### src/rtl/i2s_rx_deserializer_if.sv
// Bundle of the codec-side I2S lines and the parallel line-in sample outputs.
// master drives the serial lines (codec or model); slave is the deserializer.
interface i2s_rx_deserializer_if #(
  parameter int SAMPLE_WIDTH = 24
);
  logic                           i2s_bclk;
  logic                           i2s_lr;
  logic                           i2s_din;
  logic signed [SAMPLE_WIDTH-1:0] left_sample;
  logic signed [SAMPLE_WIDTH-1:0] right_sample;
  logic                           sample_valid;
  logic                           frame_error;

  modport master (
    output i2s_bclk, i2s_lr, i2s_din,
    input  left_sample, right_sample, sample_valid, frame_error
  );

  modport slave (
    input  i2s_bclk, i2s_lr, i2s_din,
    output left_sample, right_sample, sample_valid, frame_error
  );
endinterface

### src/rtl/i2s_rx_deserializer.sv
// I2S receive deserializer: oversamples BCLK/LRCLK/DIN in the system clock domain and
// publishes left/right line-in words as a pair with a one-cycle valid strobe.
module i2s_rx_deserializer #(
  parameter int SAMPLE_WIDTH = 24,
  parameter int SYNC_STAGES  = 2
) (
  input logic                  clk,
  input logic                  reset,
  i2s_rx_deserializer_if.slave bus
);

  localparam int CNT_W = $clog2(SAMPLE_WIDTH);
  localparam logic [CNT_W-1:0] LAST_BIT = CNT_W'(SAMPLE_WIDTH - 1);

  typedef enum logic [2:0] {
    IDLE,
    HUNT,
    SHIFT_L,
    SHIFT_R,
    HOLD_L,
    HOLD_R
  } state_t;

  state_t state;

  logic [SYNC_STAGES-1:0] bclk_sync_p0;
  logic [SYNC_STAGES-1:0] lr_sync_p0;
  logic [SYNC_STAGES-1:0] din_sync_p0;
  logic                   bclk_p1;

  logic bclk_s;
  logic lr_s;
  logic din_s;
  logic bclk_rise;
  logic lr_edge;

  logic                           lr_prev;
  logic [CNT_W-1:0]               bit_cnt;
  logic signed [SAMPLE_WIDTH-1:0] shift_reg;
  logic signed [SAMPLE_WIDTH-1:0] left_hold;
  logic signed [SAMPLE_WIDTH-1:0] word_next;
  logic                           left_ok;

  // Stage p0: identical-depth synchronizers so din and lr stay aligned with bclk
  always_ff @(posedge clk) begin
    if (reset) begin
      bclk_sync_p0 <= '0;
      lr_sync_p0   <= '0;
      din_sync_p0  <= '0;
      bclk_p1      <= 1'b0;
    end else begin
      bclk_sync_p0 <= (bclk_sync_p0 << 1) | SYNC_STAGES'(bus.i2s_bclk);
      lr_sync_p0   <= (lr_sync_p0 << 1)   | SYNC_STAGES'(bus.i2s_lr);
      din_sync_p0  <= (din_sync_p0 << 1)  | SYNC_STAGES'(bus.i2s_din);
      bclk_p1      <= bclk_s;
    end
  end

  assign bclk_s    = bclk_sync_p0[SYNC_STAGES-1];
  assign lr_s      = lr_sync_p0[SYNC_STAGES-1];
  assign din_s     = din_sync_p0[SYNC_STAGES-1];
  assign bclk_rise = bclk_s & ~bclk_p1;
  assign lr_edge   = lr_s ^ lr_prev;
  assign word_next = {shift_reg[SAMPLE_WIDTH-2:0], din_s};

  // Stage p1: frame FSM, advanced only on synchronized BCLK rising edges
  always_ff @(posedge clk) begin
    if (reset) begin
      state            <= IDLE;
      lr_prev          <= 1'b0;
      bit_cnt          <= '0;
      shift_reg        <= '0;
      left_hold        <= '0;
      left_ok          <= 1'b0;
      bus.left_sample  <= '0;
      bus.right_sample <= '0;
      bus.sample_valid <= 1'b0;
      bus.frame_error  <= 1'b0;
    end else begin
      bus.sample_valid <= 1'b0;
      bus.frame_error  <= 1'b0;
      if (bclk_rise) begin
        lr_prev <= lr_s;
        unique case (state)
          IDLE: state <= HUNT;

          HUNT: begin
            if (lr_edge && !lr_s) begin
              bit_cnt <= '0;
              state   <= SHIFT_L;
            end
          end

          SHIFT_L, SHIFT_R: begin
            if (bit_cnt == LAST_BIT) begin
              // The LSB of an exactly-full slot arrives on the rise that also
              // carries the next slot's LR edge, so this is not a short slot.
              shift_reg <= word_next;
              if (state == SHIFT_L) begin
                left_hold <= word_next;
                left_ok   <= 1'b1;
              end else begin
                if (left_ok) begin
                  bus.left_sample  <= left_hold;
                  bus.right_sample <= word_next;
                  bus.sample_valid <= 1'b1;
                end
                left_ok <= 1'b0;
              end
              if (lr_edge) begin
                bit_cnt <= '0;
                state   <= lr_s ? SHIFT_R : SHIFT_L;
              end else begin
                state <= (state == SHIFT_L) ? HOLD_L : HOLD_R;
              end
            end else if (lr_edge) begin
              bus.frame_error <= 1'b1;
              left_ok         <= 1'b0;
              bit_cnt         <= '0;
              state           <= lr_s ? HUNT : SHIFT_L;
            end else begin
              shift_reg <= word_next;
              bit_cnt   <= bit_cnt + CNT_W'(1);
            end
          end

          HOLD_L, HOLD_R: begin
            if (lr_edge) begin
              bit_cnt <= '0;
              state   <= lr_s ? SHIFT_R : SHIFT_L;
            end
          end

          default: state <= IDLE;
        endcase
      end
    end
  end

endmodule

### src/flat_wrapper.sv
// flat-port wrapper written by rule: the top's interface ports become plain ports
module i2s_rx_deserializer_flat 
#(
  parameter int SAMPLE_WIDTH = 24,
  parameter int SYNC_STAGES  = 2
)
  (clk, reset, bus_i2s_bclk, bus_i2s_lr, bus_i2s_din, bus_left_sample, bus_right_sample, bus_sample_valid, bus_frame_error);
  i2s_rx_deserializer_if #(.SAMPLE_WIDTH(SAMPLE_WIDTH)) bus_i ();
  input logic clk;
  input logic reset;
  input wire logic [$bits(bus_i.i2s_bclk)-1:0] bus_i2s_bclk;
  input wire logic [$bits(bus_i.i2s_lr)-1:0] bus_i2s_lr;
  input wire logic [$bits(bus_i.i2s_din)-1:0] bus_i2s_din;
  output wire logic [$bits(bus_i.left_sample)-1:0] bus_left_sample;
  output wire logic [$bits(bus_i.right_sample)-1:0] bus_right_sample;
  output wire logic [$bits(bus_i.sample_valid)-1:0] bus_sample_valid;
  output wire logic [$bits(bus_i.frame_error)-1:0] bus_frame_error;
  assign bus_i.i2s_bclk = bus_i2s_bclk;
  assign bus_i.i2s_lr = bus_i2s_lr;
  assign bus_i.i2s_din = bus_i2s_din;
  assign bus_left_sample = bus_i.left_sample;
  assign bus_right_sample = bus_i.right_sample;
  assign bus_sample_valid = bus_i.sample_valid;
  assign bus_frame_error = bus_i.frame_error;
  i2s_rx_deserializer #(.SAMPLE_WIDTH(SAMPLE_WIDTH), .SYNC_STAGES(SYNC_STAGES)) u_core (.clk(clk), .reset(reset), .bus(bus_i));
endmodule
### config.mk
export PLATFORM = sky130hd
export DESIGN_NAME = i2s_rx_deserializer_flat
export DESIGN_NICKNAME = d
export VERILOG_FILES = /design/src/rtl/i2s_rx_deserializer_if.sv /design/src/rtl/i2s_rx_deserializer.sv /design/src/flat_wrapper.sv
export SDC_FILE = /design/constraint.sdc
export NUM_CORES = 1
export LEC_CHECK = 0
export CORE_ASPECT_RATIO = 0.9
export CORE_UTILIZATION = 45
export CTS_CLUSTER_SIZE = 20
export DETAILED_ROUTE_END_ITERATION = 7
export PLACE_DENSITY = 0.67
export SLEW_MARGIN = 10
export SYNTH_ARGS = -nofsm -noshare
export SYNTH_HDL_FRONTEND = slang
export SYNTH_SLANG_ARGS = --single-unit
### constraint.sdc
create_clock -name clk -period 2.7 [get_ports clk]
set_clock_uncertainty 0.15 [all_clocks]
set_input_delay 0.81 -clock clk [delete_from_list [all_inputs] [get_ports clk]]
set_output_delay 0.81 -clock clk [all_outputs]
set_load 0.02 [all_outputs]
==> run metrics <==
relative slew slack=38.3%; maxcap violations=0; DR WL/cell=12.9 µm; sw power=0.849 mW; final wirelength=8.96 mm; Cell variety after synth=36; die area=0.00962 mm²; final cycle utilization of the critical path=90.1%; warnings from Yosys=0; Fin. Hold Viols=0; first-pass detailed-route iteration total=5; core area=0.00877 mm²; Max clock buf depth=2; TritonCTS buffer count=17; WL met3=411 µm; part of the power in registers=40.5%; clock insertion delay at the later pin of the skew report=510 ps; Synth area leaders=dfxtp_1 55%, nand2_1 18%, a21oi_1 12%, clkbuf_1 2.3%, nor2b_1 1.2%; Seq/Total Area, Yosys=55.0%; combinational share of power=1.2%; crit end category=output port; Area Overhead vs Synth=30.5%; grt ovf=0; Fill cells=756; status=finished clean; Worst Setup SP=u_core.bus.right_sample[12]; count leader, synth=nand2_1; via count=3,539; #FFs+latches synth=114; total global-route track usage=20.6%; die height=93.1 µm; Max Freq=0.411 GHz; vias in the first global route=3,416; fin crit period=2430 ps; Top Registers=u_core.bus.left_sample: 24 flops, u_core.bus.right_sample: 24 flops, u_core.left_hold: 24 flops; cell leakage power=1.80 nW; root buffer cell=clkbuf_8; Inst Count DP=665; syn nets=528; hold endpoint=u_core.lr_sync_p0[1]; Critical Path RT=1740 ps; Rows=32; synthesized cell area=0.00415 mm²; DR top layer=met4; reg2reg start=u_core.bit_cnt[0]; crit path max fanout=2; input/output buffers=54; DRC viols=0; slowest CP cell=clkdlybuf4s50_1; I/O Pins=55; clk slew on worst S/H paths=60 ps; Routability Congestion=0.849; CTS Hold Bufs=0; reg2reg path depth=6; share of cells above drive strength 1=8.13%; Slew Limit Fails=0; cts repair resizes=0; CTS tree=done; predominant post-synthesis flop cell=dfxtp_1; post-CTS setup buffer count=0; routed vias/inst=5.08; initial DRC count=215; Worst VDD drop=0.427 mV; die span in x=103 µm; RSZ-0062 raised after global routing=false; Routed Antenna Nets=0; crit path launch type=flip-flop; crit-path leading delay family=buffers and inverters; Switching Share=20.3%; CP peak stage delay=620 ps; final setup violation count=0; Worst Path Buf+Inv=1; internal power=3.33 mW; diodes inserted=0; CTS sink count=114; Synth top area share=55.0%; met2 WL post-DR=4.28 mm; hold path depth=1; number of synthesized flops with an enable pin=0; Initial Util=47.4%; clock share of power=58.3%; R2R Setup Slk=420 ps; Met1 Wirelength=4.18 mm; cell accounting for the most synthesized area=dfxtp_1; Post-synth top cells=201 x nand2_1, 114 x dfxtp_1, 102 x a21oi_1, 25 x clkbuf_1, 9 x buf_2; Pwr Density=772 mW/mm²; Final nets=572; initial antenna violation count=0; FFs w/ async S/R, synth=0%; Reg-to-Reg End=u_core.left_hold[3]; Worst Max-Slew Pin Slew=925 ps; worst-path cell chain=clkdlybuf4s50_1; min-delay src=u_core.lr_sync_p0[0]; Mean Syn Cell Area=7.97 µm²; Syn Inst Count=521; TNS Setup=0 ps; HP Class=flip-flop to flip-flop; CTS H-Tree Depth=4; Worst Path Class, Setup=flip-flop to output port; first-pass GRT wire length=15.3 mm; hpwl dp=5.51 mm; Worst Path Arrival=1470 ps; largest net degree at the start of global routing=58; Layout Cells excl Fill=697
[final cells by class]
| class | instances | area (µm²) | share of cell area, % |
|---|---|---|---|
| sequential | 114 | 2280 | 42.1 |
| multi-input combinational | 367 | 1710 | 31.5 |
| timing repair buffer | 63 | 618 | 11.4 |
| clock buffer | 18 | 428 | 7.90 |
| clock inverter | 14 | 226 | 4.18 |
| tap | 119 | 149 | 2.75 |
| inverter | 2 | 7.51 | 0.139 |
[how the worst max path moves through the flow]
stage                      endpoint  slack, ps  cells past startpoint
2_1_floorplan     u_core.bit_cnt[0]        810                      6
3_3_place_gp    u_core.left_hold[0]        500                      5
3_5_place_dp    u_core.left_hold[3]        420                      5
4_1_cts        bus_right_sample[12]        240                      1
5_1_grt         bus_right_sample[6]        220                      1
6_report       bus_right_sample[12]        270                      1
[routing by layer]
layer  vias to the layer above  track usage, %
met5                         -               0
met4                         0            8.22
met3                        10            6.05
met2                        90            33.8
met1                      1645            25.2
li1                       1794               -
[through the flow]
stage	utilization (%)	hold slack [ps]	area [µm²]	setup WS, ps	total power, mW
after CTS	61.8	293	5420	236	4.21
after global placement	54.3	267	4760	501	1.78
after floorplan	-	264	4150	808	1.76
after global routing	61.8	315	5420	224	4.30
final	61.8	291	5420	267	4.18
after detailed placement	54.3	281	4760	424	1.78
[logic make-up after synthesis]
| logic type | after synthesis | synth area share [%] |
|---|---|---|
| compound gates | 119 | 15.1 |
| buf+inv | 40 | 4.34 |
| fa+ha+maj | 2 | 0.602 |
| xor+xnor | 1 | 0.211 |
| simple gates | 245 | 24.8 |
| flops | 114 | 55.0 |
[power by group through the flow]
stage	Sequential [mW]	Combinational (mW)	Clock [mW]
final	1.69	0.0502	2.44
after global routing	1.69	0.0567	2.55
after detailed placement	1.73	0.0504	0
after global placement	1.73	0.0492	0
after floorplan	1.73	0.0350	0
after CTS	1.69	0.0506	2.47
[placed cells by master (no fill, tap or decap), types with 2 or more instances in the layout]
cell,instances
a211oi_1,2
a21o_1,2
a21oi_1,101
a22oi_1,2
buf_4,9
bufinv_16,5
clkbuf_16,16
clkbuf_8,2
clkdlybuf4s50_1,53
clkinv_4,4
clkinvlp_4,2
dfxtp_1,114
ha_1,2
inv_1,2
inv_6,3
nand2_1,201
nand2b_1,2
nand3_1,4
nand3b_1,2
nand4b_1,2
nor2_1,8
nor2b_1,8
nor3_1,3
nor3_4,2
o21ai_0,6
or3_1,4
Note: power is estimated with default switching activity, not from simulation.
